`src/rtl/double_dabble_converter.sv`:
```
// double_dabble_converter
// Sequential binary-to-BCD converter using shift-and-add-3 (double dabble).
// A request is accepted while idle. The converter then runs one iteration per
// clock, and the packed BCD result appears with a single-cycle valid pulse
// NUM_BITS edges after the accepting edge. Values that need more than
// NUM_DIGITS digits are truncated to the value mod 10^NUM_DIGITS.
//
// Optional feature: define DOUBLE_DABBLE_OVERFLOW_EN to add an 'overflow'
// output. It flags results whose input exceeded 10^NUM_DIGITS-1.

module double_dabble_converter #(
    parameter int NUM_BITS   = 14,
    parameter int NUM_DIGITS = 4
) (
    input  logic                    clk,
    input  logic                    reset,
    input  logic [NUM_BITS-1:0]     binary_in,
    input  logic                    binary_in_valid,
    output logic [4*NUM_DIGITS-1:0] packed_bcd_out,
    output logic                    packed_bcd_out_valid,
`ifdef DOUBLE_DABBLE_OVERFLOW_EN
    output logic                    overflow,
`endif
    output logic                    busy
);

    localparam int BCD_W  = 4 * NUM_DIGITS;
    localparam int CNT_W  = (NUM_BITS > 1) ? $clog2(NUM_BITS) : 1;
    localparam int JOIN_W = BCD_W + NUM_BITS;

    // The counter holds the number of iterations already done. The edge that
    // sees LAST_ITER performs the final iteration.
    localparam logic [CNT_W-1:0] LAST_ITER = CNT_W'(NUM_BITS - 1);

    localparam logic [0:0] IDLE    = 1'b0;
    localparam logic [0:0] CONVERT = 1'b1;

    logic [0:0]          state;
    logic [NUM_BITS-1:0] bin_shift;
    logic [BCD_W-1:0]    scratch;
    logic [CNT_W-1:0]    bit_count;

    logic [BCD_W-1:0]    adjusted;
    logic [JOIN_W-1:0]   joined_next;
    logic [BCD_W-1:0]    scratch_next;
    logic [NUM_BITS-1:0] bin_next;

`ifdef DOUBLE_DABBLE_OVERFLOW_EN
    // Largest value that fits in NUM_DIGITS decimal digits. This assumes
    // NUM_BITS <= 64, which covers any practical display width.
    function automatic logic [63:0] max_decimal();
        logic [63:0] p;
        p = 64'd1;
        for (int i = 0; i < NUM_DIGITS; i++) begin
            p = p * 64'd10;
        end
        return p - 64'd1;
    endfunction

    localparam logic [63:0] MAX_DECIMAL = max_decimal();

    logic overflow_pending;
`endif

    // Add-3 step: every scratch digit of 5 or more gets +3 before the shift,
    // so that the doubling carries correctly into the next decimal digit.
    always_comb begin
        adjusted = scratch;
        for (int k = 0; k < NUM_DIGITS; k++) begin
            if (scratch[4*k +: 4] >= 4'd5) begin
                adjusted[4*k +: 4] = scratch[4*k +: 4] + 4'd3;
            end
        end
    end

    // Shift the joined {scratch, binary} word left by one bit. The top bit of
    // the scratch falls off, which gives the mod 10^NUM_DIGITS truncation.
    always_comb begin
        joined_next  = {adjusted, bin_shift} << 1;
        scratch_next = joined_next[JOIN_W-1:NUM_BITS];
        bin_next     = joined_next[NUM_BITS-1:0];
    end

    // Control FSM and datapath registers: accept, iterate, publish the result.
    always_ff @(posedge clk or posedge reset) begin
        if (reset) begin
            state                <= IDLE;
            bin_shift            <= '0;
            scratch              <= '0;
            bit_count            <= '0;
            packed_bcd_out       <= '0;
            packed_bcd_out_valid <= 1'b0;
`ifdef DOUBLE_DABBLE_OVERFLOW_EN
            overflow_pending     <= 1'b0;
            overflow             <= 1'b0;
`endif
        end else begin
            packed_bcd_out_valid <= 1'b0;
            case (state)
                IDLE: begin
                    if (binary_in_valid) begin
                        bin_shift <= binary_in;
                        scratch   <= '0;
                        bit_count <= '0;
                        state     <= CONVERT;
`ifdef DOUBLE_DABBLE_OVERFLOW_EN
                        overflow_pending <= (64'(binary_in) > MAX_DECIMAL);
`endif
                    end
                end
                CONVERT: begin
                    scratch   <= scratch_next;
                    bin_shift <= bin_next;
                    bit_count <= bit_count + 1'b1;
                    if (bit_count == LAST_ITER) begin
                        packed_bcd_out       <= scratch_next;
                        packed_bcd_out_valid <= 1'b1;
                        bit_count            <= '0;
                        state                <= IDLE;
`ifdef DOUBLE_DABBLE_OVERFLOW_EN
                        overflow             <= overflow_pending;
`endif
                    end
                end
                default: begin
                    state <= IDLE;
                end
            endcase
        end
    end

    assign busy = (state == CONVERT);

endmodule

```
`config.mk`:
```
export PLATFORM = sky130hd
export DESIGN_NAME = double_dabble_converter
export DESIGN_NICKNAME = d
export VERILOG_FILES = /design/src/rtl/double_dabble_converter.sv
export SDC_FILE = /design/constraint.sdc
export NUM_CORES = 1
export LEC_CHECK = 0
export ABC_CLOCK_PERIOD_IN_PS = 2000
export BUFFER_PORTS_ARGS = -buffer_cell sky130_fd_sc_hd__buf_2
export CAP_MARGIN = 20
export CORE_ASPECT_RATIO = 0.9
export CORE_MARGIN = 3
export CORE_UTILIZATION = 57
export CTS_CLUSTER_DIAMETER = 100
export DETAILED_ROUTE_END_ITERATION = 10
export GPL_TIMING_DRIVEN = 1
export PLACE_DENSITY_LB_ADDON = 0.15
export SLEW_MARGIN = 20
export SYNTH_ARGS = -nofsm -noshare
export SYNTH_HDL_FRONTEND = slang
export SYNTH_SLANG_ARGS = --single-unit
```
`constraint.sdc`:
```
create_clock -name clk -period 2 [get_ports clk]
set_clock_uncertainty 0.1 [all_clocks]
set_input_delay 0.3 -clock clk [delete_from_list [all_inputs] [get_ports clk]]
set_output_delay 0.3 -clock clk [all_outputs]
set_load 0.01 [all_outputs]
```
==> results of run 1 <==
==> power by group through the flow <==
| stage | sequential [mW] | combinational, mW | clock [mW] |
|---|---|---|---|
| after detailed placement | 1.89 | 1.95 | 0 |
| after global routing | 1.94 | 2.18 | 0.762 |
| after floorplan | 1.89 | 1.40 | 0 |
| after CTS | 1.87 | 1.96 | 0.728 |
| final | 1.87 | 1.93 | 0.705 |
| after global placement | 1.87 | 1.87 | 0 |
==> worst register-to-register path: stages, from the launching register on <==
cell	delay, ns
dfrtp_1	0.40
inv_1	0.12
ha_1	0.21
nand2b_1	0.08
a21oi_1	0.24
mux2_2	0.38
o21ai_0	0.14
==> layout make-up <==
class	count	area share [%]
Timing Repair Buffer	42	8.46
Multi-Input combinational cell	164	38.8
Clock inverter	2	1.21
Tap cell	60	2.59
Sequential cell	52	44.9
Clock buffer	6	2.50
Inverter	12	1.55
==> cell usage after synthesis (all sizes together) <==
cell type  count
a21oi         12
xnor2          4
inv           12
mux2           7
o31ai          1
nand3          4
nor2           5
o22ai          1
nand2         38
clkbuf         2
a21o           6
and2           2
o21ai         31
mux2i         22
nand2b         4
buf            8
nor3b          8
dfrtp         52
nor3           3
a22o           5
nand4          1
ha            10
==> logic make-up after synthesis <==
| kind of cell | after synthesis | synth area share, % |
|---|---|---|
| xor+xnor | 4 | 1.39 |
| flops | 52 | 51.7 |
| compound gates | 56 | 13.7 |
| simple gates | 65 | 12.1 |
| buf+inv | 22 | 3.68 |
| fa+ha+maj | 10 | 4.97 |
| mux | 29 | 12.5 |
==> what timing repair did <==
action	in CTS	in global routing
hold buffers	1	0
endpoints found under the setup margin	0	0
endpoints found under the hold margin	52	0
==> sequential cells by signal, indices dropped and copies added (netlist names) <==
register / count
packed_bcd_out_valid: 1
bit_count: 4
packed_bcd_out: 16
busy: 1
scratch: 16
bin_shift: 14
==> metrics by stage <==
| stage | util (%) | cells | area (um^2) | hold slack (ns) |
|---|---|---|---|---|
| 6_report | 69.7 | 338 | 2900 | 0.146 |
| 5_1_grt | 69.7 | 338 | 2900 | 0.164 |
| 4_1_cts | 69.7 | 338 | 2900 | 0.129 |
| 3_5_place_dp | 66.9 | 329 | 2780 | 0.274 |
| 3_3_place_gp | 66.9 | 329 | 2780 | 0.266 |
| 2_1_floorplan | - | 238 | 2520 | 0.349 |
==> metal layers <==
layer	wire (um)	track usage, %
met1	2120	23.9
met2	2250	32.1
met3	216	4.57
met4	90	8.25
met5	0	0
==> worst max-delay path by stage <==
stage,depth (start not counted),slack (ns),start,to
2_1_floorplan,1,0.34,reset,bin_shift[0]$_DFFE_PP0P_
3_3_place_gp,6,0.37,scratch[0]$_DFFE_PP0P_,packed_bcd_out[2]$_DFFE_PP0P_
3_5_place_dp,6,0.28,scratch[0]$_DFFE_PP0P_,packed_bcd_out[2]$_DFFE_PP0P_
4_1_cts,6,0.26,scratch[0]$_DFFE_PP0P_,scratch[2]$_DFFE_PP0P_
5_1_grt,6,0.14,scratch[0]$_DFFE_PP0P_,scratch[2]$_DFFE_PP0P_
6_report,6,0.26,scratch[0]$_DFFE_PP0P_,packed_bcd_out[2]$_DFFE_PP0P_
==> impl_results.md, run 1 <==
- Status: complete, no violations
- Die Area: roughly 5300 um^2
- Iteration-0 DRC Markers: 51
- Synth top area cells: dfrtp_1, mux2i_1, o21ai_0, nand2_1, ha_1
- Setup TNS: 0 ns
- Most common cell after layout, fill and taps aside: dfrtp_1
- Num rows: 22
- GRT Total Usage: 19.2%
- Critical Path AT: 1.87 ns
- Pins Over Slew Limit: 0
- Final period util: 86.8%
- Area of the multi-input gates: about 1100 um^2
- P_int: ~2.8 mW
- Mapped Cells: 238
- Crit-path max cell delay: 0.40 ns
- Die W: 76.1 um
- IO Count: 35
- Vias/cell: 5.36
- Diodes inserted: 0
- Setup Buffers After CTS: 0
- Routability cong.: 0.772
- Crit Path Category: reg2reg
- Pre-CTS setup slack: 0.277 ns
- H-Tree Level Count: 2
- Reg2reg start: scratch[0]$_DFFE_PP0P_
- CP bufs+invs: 1
- Startpoint types: flip-flop
- Initial antenna violation count: 0
- Hold depth: 3
- Initial Utilization: 60.6%
- Cell taking the most area after synthesis: dfrtp_1
- Ys Warns: 0
- Synth unique cells: 28
- Actual slew at the worst max-slew pin: 0.365 ns
- P&R area growth vs syn: 15.1%
- CP delay by family, top: flip-flops
- Post-Syn Nets: 265
- Pre-Repair DR Iteration Count: 4
- Endpoints failing setup: 0
- Sequential Area: between 1000 and 1500 um^2
- Routed Antenna Nets: 0
- Routed wire length per instance: 13.8 um
- Synth Cell Area: 2520 um^2
- R2R Setup Slk: 0.26 ns
- Endpoints failing hold: 0
- Setup repair after global routing missed its margin: false
- Crit-path slowest cell: dfrtp_1
- Max Cap Violations: 0
- Total wire length: ~4.7 mm
- Filler cell count: 307
- Die height: 69.0 um
- Power per Cell Area: ~1600 nW/um^2
- Grt total ovfl: 0
- Sw power: about 1.7 mW
- WHS Endpoint: bin_shift[0]$_DFFE_PP0P_
- Synth top area share: 51.7%
- CTS tree: yes
- Min Tclk post-route: approximately 1.7 ns
- Core ar.: 4160 um^2
- Fmax: approximately 580 MHz
- Mean Syn Cell Area: 10.6 um^2
- Sw Ratio: 37.8%
- Dpl hpwl: approximately 3.3 mm
- Hold_sp: binary_in[0]
- Remaining DRCs: 0
- Sequential fraction of the synthesis area: around half
- Post-CTS sizing: 0
- CTS Buffer Depth: 2
- CP cell instances: inv_1, ha_1, nand2b_1, a21oi_1, mux2_2, o21ai_0
- Cts bufs inserted: 5
- Clock root cell: clkbuf_8
- Clk Latency, worst-skew pair: 0.30 ns
- RR Endpoint: packed_bcd_out[2]$_DFFE_PP0P_
- Number of buffers added on ports: 34
- Nets: a little over 300
- Clock-pin slew on the worst setup and hold paths: 0.09 ns
- Reg power frac: 41.5%
- Max Fanout on Critical Path: 3
- Nature of the critical path endpoint: flip-flop
- Most frequent cells in the layout: dfrtp_1, nand2_1, buf_2, o21ai_0, mux2i_1
- Max_slew headroom: between 70% and 80%
- Pwr Total: 4.50 mW
- Largest net degree at the start of global routing: 53
- Clk network pwr share: 15.6%
- Worst Path Required: 2.13 ns
- Worst setup margin: roughly 0.26 ns
- Sink Count: 52
- LEAKAGE: between 1 and 1.5 nW
- Vias in the first global route: between 1500 and 2000
- Vias: 1812
- FF-to-FF path depth: 6
- Global-route wire length before repair: 8.14 mm
- Worst min path class: in2reg
- Combinational group share of total power: 42.8%
- Share of cells above drive strength 1: 22.3%
- VDD IR-drop max: just over 700 uV
- Flops & latches, synth: 52
Note: power is estimated with default switching activity, not from simulation.
==> inputs of run 2 (changes only) <==
--- a/config.mk
+++ b/config.mk
@@ -15,6 +15,7 @@
 export DETAILED_ROUTE_END_ITERATION = 10
 export GPL_TIMING_DRIVEN = 1
 export PLACE_DENSITY_LB_ADDON = 0.15
+export SETUP_SLACK_MARGIN = 0.3
 export SLEW_MARGIN = 20
 export SYNTH_ARGS = -nofsm -noshare
 export SYNTH_HDL_FRONTEND = slang
==> impl_results.md, run 2 (synthesis gave the netlist of run 1 again) <==
- Status: complete, no violations
- Initial Utilization: 60.6%
- Largest net degree at the start of global routing: 53
- Share of cells above drive strength 1: 25.2%
- Die height: around 70 um
- Global-route wire length before repair: 8.20 mm
- Grt total ovfl: 0
- Endpoints failing hold: 0
- Dpl hpwl: 3.34 mm
- Routed wire length per instance: 13.9 um
- Vias/cell: approximately 5.3
- Most common cell after layout, fill and taps aside: dfrtp_1
- Worst min path class: in2reg
- Clock root cell: clkbuf_8
- Nature of the critical path endpoint: flip-flop
- Power per Cell Area: 1570 nW/um^2
- Hold depth: 3
- P&R area growth vs syn: 16.5%
- Routed Antenna Nets: 0
- DR top layer: met4
- Worst Path Required: 2.15 ns
- Initial antenna violation count: 0
- Clk Latency, worst-skew pair: ~0.30 ns
- Critical Path AT: 1.79 ns
- CTS tree: yes
- Met2 routed WL: 2.26 mm
- Most frequent cells in the layout: dfrtp_1, nand2_1, buf_2, o21ai_0, mux2i_1
- Crit Path Category: reg2reg
- Pins Over Slew Limit: 0
- FF-to-FF path depth: 5
- LEAKAGE: 1.47 nW
- CTS Buffer Depth: 2
- Filler cell count: 299
- Total wire length: 4.69 mm
- Die Area: 5250 um^2
- Cts bufs inserted: 5
- Met1 WL: 2.15 mm
- Clock-pin slew on the worst setup and hold paths: 0.09 ns
- GRT Total Usage: about 19%
- Max Cap Violations: 0
- Area of the multi-input gates: 1160 um^2
- Pwr Total: 4.60 mW
- Min Tclk post-route: 1.64 ns
- Final period util: 82.2%
- Number of buffers added on ports: 34
- Max Fanout on Critical Path: 5
- Remaining DRCs: 0
- Iteration-0 DRC Markers: 57
- Nets: 304
- Diodes inserted: 0
- Startpoint types: flip-flop
- Actual slew at the worst max-slew pin: 0.359 ns
- WL met3: about 210 um
- Biggest regs: packed_bcd_out x16, scratch x16, bin_shift x14
- Core ar.: 4160 um^2
- Fmax: 608 MHz
- Setup repair after global routing missed its margin: true
- IO Count: 35
- Num rows: 22
- Setup TNS: 0 ns
- Die W: 76.1 um
- Max_slew headroom: 76.0%
- Vias in the first global route: 1795
- Pre-Repair DR Iteration Count: 6
- Sink Count: 52
- Routability cong.: around 0.77
- Endpoints failing setup: 0
- Vias: 1779
- Sequential Area: 1300 um^2
- H-Tree Level Count: 2
- VDD IR-drop max: 732 uV
## run 2: path summary, 6_finish.rpt
check / startpoint / slack, ns / to
worst min-delay path: binary_in[0] / 0.15 / bin_shift[0]$_DFFE_PP0P_
worst max-delay path: scratch[4]$_DFFE_PP0P_ / 0.36 / packed_bcd_out[6]$_DFFE_PP0P_
max in group asynchronous: reset / 1.07 / packed_bcd_out[14]$_DFFE_PP0P_
worst min register to register: packed_bcd_out[0]$_DFFE_PP0P_ / 0.38 / packed_bcd_out[0]$_DFFE_PP0P_
min in group asynchronous: reset / 0.49 / packed_bcd_out_valid$_DFF_PP0_
worst max register to register: scratch[4]$_DFFE_PP0P_ / 0.36 / packed_bcd_out[6]$_DFFE_PP0P_
## run 2: final cells by class
cell class | instances | share of cell area, %
sequential | 52 | 44.4
multi-input combinational | 164 | 39.4
clock buffer | 6 | 2.47
tap | 60 | 2.56
clock inverter | 2 | 1.19
inverter | 12 | 1.62
timing repair buffer | 42 | 8.36
## run 2: metal layers
layer  track usage (%)  vias to the layer above
li1                  -                      900
met1              24.3                      835
met2              32.4                       37
met3              4.44                        7
met4              7.85                        0
met5                 0                        -
## run 2: stage by stage
stage,instance area [um^2],std cells,utilization (%),setup WS [ns],hold slack [ns]
final,2930,338,70.6,0.356,0.148
after global routing,2930,338,70.6,0.264,0.164
after CTS,2910,338,69.9,0.302,0.129
after detailed placement,2780,329,66.9,0.277,0.274
after global placement,2780,329,66.9,0.368,0.266
after floorplan,2520,238,-,0.342,0.349
## run 2: repair_timing
action                                  CTS  global route
gates cloned                              0             0
resized for setup                         2            10
hold endpoints to repair                 52             0
setup buffers                             0             0
pin swaps                                 0             1
endpoints found under the setup margin    3            10
hold buffers                              1             0
## run 2: where the power goes
part | switching (mW) | total, mW | internal [mW]
Clock | 0.330 | 0.701 | 0.371
Combinational | 1.04 | 2.02 | 0.988
Sequential | 0.369 | 1.88 | 1.51
## run 2: critical path, stage by stage (launching register included)
cell      delay, ns
dfrtp_1        0.44
ha_1           0.22
nand2b_2       0.20
a21oi_4        0.18
mux2i_2        0.27
mux2_4         0.18
